### src/rtl/wb_single_master.sv
// Wishbone pipelined-mode initiator: one valid/ready command becomes one Wishbone
// read or write, with stall, error and lost-acknowledge timeout handling.
module wb_single_master #(
  parameter int unsigned TIMEOUT_CYCLES = 255
) (
  input  logic        wb_clk_i,
  input  logic        wb_rst_i,
  input  logic        cmd_valid_i,
  output logic        cmd_ready_o,
  input  logic        cmd_we_i,
  input  logic [31:0] cmd_adr_i,
  input  logic [31:0] cmd_dat_i,
  input  logic [3:0]  cmd_sel_i,
  output logic        rsp_valid_o,
  input  logic        rsp_ready_i,
  output logic [31:0] rsp_dat_o,
  output logic        rsp_err_o,
  output logic        rsp_timeout_o,
  output logic        wb_cyc_o,
  output logic        wb_stb_o,
  output logic        wb_we_o,
  output logic [31:0] wb_adr_o,
  output logic [31:0] wb_dat_o,
  output logic [3:0]  wb_sel_o,
  input  logic [31:0] wb_dat_i,
  input  logic        wb_ack_i,
  input  logic        wb_err_i,
  input  logic        wb_stall_i
);

  localparam logic [1:0] IDLE = 2'd0;
  localparam logic [1:0] REQ  = 2'd1;
  localparam logic [1:0] WAIT = 2'd2;
  localparam logic [1:0] RESP = 2'd3;

  localparam logic [15:0] TMO_LAST = 16'(TIMEOUT_CYCLES - 1);

  logic [1:0]  state_q, state_d;
  logic [15:0] tmo_q, tmo_d;
  logic        we_q;
  logic [29:0] adr_q;
  logic [31:0] dat_q;
  logic [3:0]  sel_q;
  logic        ready_q;
  logic [31:0] rsp_dat_q, rsp_dat_d;
  logic        rsp_err_q, rsp_err_d;
  logic        rsp_tmo_q, rsp_tmo_d;
  logic        accept;
  logic        term;
  logic        expire;

  // Byte offset bits never reach the bus.
  logic unused_adr_bits;
  assign unused_adr_bits = ^cmd_adr_i[1:0];

  assign accept = (state_q == IDLE) && cmd_valid_i;
  assign expire = (tmo_q == TMO_LAST);

  always_comb begin
    state_d   = state_q;
    tmo_d     = tmo_q;
    rsp_dat_d = rsp_dat_q;
    rsp_err_d = rsp_err_q;
    rsp_tmo_d = rsp_tmo_q;
    term      = 1'b0;
    case (state_q)
      IDLE: begin
        if (cmd_valid_i) begin
          state_d = REQ;
          tmo_d   = '0;
        end
      end
      REQ, WAIT: begin
        // A termination while still stalled in REQ is not a response to our strobe.
        term = (wb_ack_i || wb_err_i) && ((state_q == WAIT) || !wb_stall_i);
        if (term) begin
          state_d   = RESP;
          rsp_err_d = wb_err_i;
          rsp_tmo_d = 1'b0;
          rsp_dat_d = (wb_err_i || we_q) ? 32'd0 : wb_dat_i;
        end else if (expire) begin
          state_d   = RESP;
          rsp_err_d = 1'b1;
          rsp_tmo_d = 1'b1;
          rsp_dat_d = 32'd0;
        end else begin
          tmo_d = tmo_q + 16'd1;
          if ((state_q == REQ) && !wb_stall_i) begin
            state_d = WAIT;
          end
        end
      end
      RESP: begin
        if (rsp_ready_i) begin
          state_d = IDLE;
        end
      end
      default: state_d = IDLE;
    endcase
  end

  always_ff @(posedge wb_clk_i) begin
    if (wb_rst_i) begin
      state_q   <= IDLE;
      tmo_q     <= '0;
      we_q      <= 1'b0;
      adr_q     <= '0;
      dat_q     <= '0;
      sel_q     <= '0;
      ready_q   <= 1'b0;
      rsp_dat_q <= '0;
      rsp_err_q <= 1'b0;
      rsp_tmo_q <= 1'b0;
    end else begin
      state_q   <= state_d;
      tmo_q     <= tmo_d;
      ready_q   <= (state_d == IDLE);
      rsp_dat_q <= rsp_dat_d;
      rsp_err_q <= rsp_err_d;
      rsp_tmo_q <= rsp_tmo_d;
      if (accept) begin
        we_q  <= cmd_we_i;
        adr_q <= cmd_adr_i[31:2];
        dat_q <= cmd_dat_i;
        sel_q <= cmd_sel_i;
      end
    end
  end

  assign cmd_ready_o   = ready_q;
  assign rsp_valid_o   = (state_q == RESP);
  assign rsp_dat_o     = rsp_dat_q;
  assign rsp_err_o     = rsp_err_q;
  assign rsp_timeout_o = rsp_tmo_q;
  assign wb_cyc_o      = (state_q == REQ) || (state_q == WAIT);
  assign wb_stb_o      = (state_q == REQ);
  assign wb_we_o       = we_q;
  assign wb_adr_o      = {adr_q, 2'b00};
  assign wb_dat_o      = dat_q;
  assign wb_sel_o      = sel_q;

endmodule

### config.mk
export PLATFORM = sky130hd
export DESIGN_NAME = wb_single_master
export DESIGN_NICKNAME = d
export VERILOG_FILES = /design/src/rtl/wb_single_master.sv
export SDC_FILE = /design/constraint.sdc
export NUM_CORES = 1
export LEC_CHECK = 0
export CAP_MARGIN = 10
export CORE_MARGIN = 3
export CORE_UTILIZATION = 37
export DETAILED_ROUTE_END_ITERATION = 6
export PLACE_DENSITY_LB_ADDON = 0.15
export SLEW_MARGIN = 0
export SYNTH_ARGS = -nofsm -noshare
export SYNTH_HDL_FRONTEND = slang
export SYNTH_SLANG_ARGS = --single-unit
### constraint.sdc
create_clock -name wb_clk_i -period 1.9 [get_ports wb_clk_i]
set_input_delay 0.285 -clock wb_clk_i [delete_from_list [all_inputs] [get_ports wb_clk_i]]
set_output_delay 0.285 -clock wb_clk_i [all_outputs]
set_load 0.02 [all_outputs]
==> summary.txt <==
Run status
  • Run status: completed

Place
  • Number of port buffers: 210
  • GP Congestion: 0.803
  • Placed cells: 859
  • Detailed placer's ending HPWL: 9.57 mm
  • Cell Area, Placed: 6920 µm²

Logic synthesis
  • Dominant cell type by area after synthesis: dfxtp_1
  • Synthesized area: 4520 µm²
  • Post-synth EDFFs: 0
  • Sequential cell area fraction in the yosys report: 53.1%
  • Post-synth top flop: dfxtp_1
  • Mapped Cells: 516
  • Unique cell type count in the Yosys netlist: 41
  • Yosys Warn Count: 0
  • Async S/R FF share, synth: 0%
  • Avg Cell Area, Syn: 8.77 µm²
  • Top-area cell type share of the netlist area: 53.1%
  • Yosys reg bits: 120
  • Area contributors post-synth: dfxtp_1, nand2_1, a21oi_1

Worst setup path
  • CP Data Required Time: 2.24 ns
  • CP Class: flip-flop to flip-flop
  • CP Max Fanout: 5
  • Max incr delay on CP: 0.49 ns
  • Worst path slowest cell: or4_4
  • Worst EP arrival: 2.20 ns
  • Cell mode on critical path: and4_4
  • CP Launch Type: flip-flop
  • CP Capture Type: flip-flop
  • Worst path cell trace: inv_4, ha_4, and4_4, and4_4, buf_4, or4_4, a21oi_2

Global route
  • Number of global-route vias before repair: 4345
  • Congestion Overflow GR: 0
  • Largest net degree at the start of global routing: 43
  • Antenna violations before repair: 0
  • First-pass GRT wire length: 20.9 mm
  • GRT Util Overall: 19.7%

Timing
  • # setup viols final: 0
  • Final setup TNS: 0 ns
  • Minimum clock period: 1.86 ns
  • Max Slew Vio Count: 0
  • Worst Tran Pin Value: 0.597 ns
  • Relative slew margins: 60.0%
  • Hold Vio Cnt, Final: 0
  • RSZ-0062 raised after global routing: yes
  • Skew final: 0.00725 ns
  • Max Clk Rate: 537 MHz
  • Final period util: 97.9%

Drt
  • First drt pass iteration count: 4
  • Routed WL per cell: 15.5 µm
  • DR iter-0 viols: 293
  • DRT antenna net count: 0
  • Vias per cell: 5.11
  • Total number of vias: 4620
  • WL final: 14.0 mm
  • DRC Markers: 0

Power
  • Pwr Density: 925 nW/µm²
  • Lkg Pwr: 0.00291 µW
  • Peak supply drop: 0.591 mV
  • Total power: 7100 µW

Floorplanning
  • # IOs: 215
  • Core ar.: 11700 µm²
  • Die area: 13600 µm²
  • Width of the die: 117 µm
  • Initial Util: 38.8%
  • Die Ht: 117 µm
  • # rows: 39

Clock tree
  • Worst-path clk slew: 0.05 ns
  • Clk_lat worst skew: 0.40 ns
  • Clock Path Buffers: 2
  • H-Tree Depth: 4
  • Number of buffers created by CTS: 17
  • TritonCTS Sinks: 120
  • CTS Root Cell: clkbuf_16
  • CTS tree: done
  • Hold_buf cts: 0

Final layout
  • Register area: 2410 µm²
  • Share of cells above drive strength 1: 12.9%
  • Final instance area: 7670 µm²
  • Nets: 863
  • Non-Filler Instances: 904
  • Area Growth Syn to Fin: 69.7%
  • Fill cells: 917
  • Antenna cells: 0
  • Multi-input gate area: 2000 µm²

Flow run
  • Max-cap violations: 0

Min path
  • Worst min path class: input port to flip-flop
critical path: cells and delay by family, from the launching register on:
family	cells	cell delay, ns
buf+inv	2	0.19
simple gates	3	0.85
fa+ha+maj	1	0.26
compound gates	1	0.12
flops	1	0.37
routing by layer:
| metal | global-route usage, % | vias up | share of wire, % |
|---|---|---|---|
| li1 | - | 2256 | - |
| met4 | 8.79 | 0 | 2.3 |
| met2 | 30.7 | 207 | 46 |
| met3 | 10.7 | 22 | 12 |
| met1 | 22.4 | 2135 | 39 |
| met5 | 0 | - | 0 |
cells by family (layout without fill, tap and decap cells):
| kind of cell | after synthesis | after routing | synth area share (%) |
|---|---|---|---|
| compound gates | 138 | 138 | 18.9 |
| buf+inv | 44 | 287 | 4.48 |
| flops | 120 | 120 | 53.1 |
| simple gates | 203 | 204 | 20.7 |
| mux | 4 | 4 | 0.996 |
| fa+ha+maj | 6 | 6 | 1.66 |
| other cells | 1 | 2 | 0.0829 |
area by class of cell:
type,count,share of cell area (%)
clock buffers,23,6.23
clock inverters,8,0.929
inverters,6,0.326
multi-input cells,354,26.1
flip-flops and latches,120,31.4
well taps,143,2.33
repair buffers,250,32.7
final timing paths:
| kind | from | to | slack, ns | depth (start not counted) |
|---|---|---|---|---|
| max | state_q[1] | tmo_q[9] | 0.04 | 7 |
| min | wb_rst_i | tmo_q[1] | 0.26 | 2 |
| max reg2reg | state_q[1] | tmo_q[9] | 0.04 | 7 |
| min reg2reg | adr_q[15] | adr_q[15] | 0.45 | 2 |
through the flow:
stage / hold WS [ns] / utilization [%] / setup WS (ns)
2_1_floorplan: 0.411 / - / 0.00352
3_5_place_dp: 0.448 / 59.3 / -0.155
3_3_place_gp: 0.441 / 59.3 / -0.110
5_1_grt: 0.266 / 65.8 / -0.00431
6_report: 0.262 / 65.8 / 0.0393
4_1_cts: 0.238 / 64.8 / -0.00871
Yosys cell counts, drive strengths merged, types with 2 or more instances:
master	instances
a21oi	82
a22o	32
a31o	2
and2	4
and3	2
and4	3
buf	19
clkbuf	19
dfxtp	120
ha	6
inv	6
mux2i	3
nand2	145
nand3	5
nand4	8
nor2	5
nor2b	2
nor3	6
nor4	3
nor4b	2
o21ai	8
o31ai	9
or3	5
or4	10
cell usage in the layout (no fill, tap or decap), types with 2 or more instances in the layout:
master           instances
clkbuf_8                 3
and3_1                   2
inv_1                    4
nor4_2                   2
or4_1                    6
o31ai_1                  9
buf_12                   5
nor3_1                   5
a22o_1                  32
dfxtp_1                117
nand2_1                144
clkdlybuf4s50_1        206
clkinv_2                 5
a21oi_1                 79
buf_6                    4
o21ai_0                  4
clkbuf_16               19
o21ai_1                  3
nand3_1                  5
dlygate4sd2_1            2
or4_4                    4
clkbuf_1                 3
dfxtp_2                  2
or3_1                    5
buf_4                   29
nor2_1                   5
ha_1                     5
nand4_1                  8
a21oi_2                  3
conb_1                   2
and4_4                   2
and2_1                   3
mux2i_1                  3
what timing repair did:
item                                    in CTS  in global routing
resized for setup                            8                 16
setup buffers                                6                  4
endpoints found under the setup margin      35                 41
pin swaps                                    0                  8
gates cloned                                 1                  3
sequential cells by signal (all words and copies together) (netlist names):
name	flops
rsp_dat_o	32
tmo_q	16
adr_q	30
cmd_ready_o	1
rsp_timeout_o	1
wb_we_o	1
wb_dat_o	32
rsp_err_o	1
state_q	2
wb_sel_o	4
power by group:
group,internal (µW),switching [µW]
sequential,2670,78.9
clock,1880,1080
combinational,699,687
total,5250,1840
No activity file was read; power rests on OpenSTA's default activity.
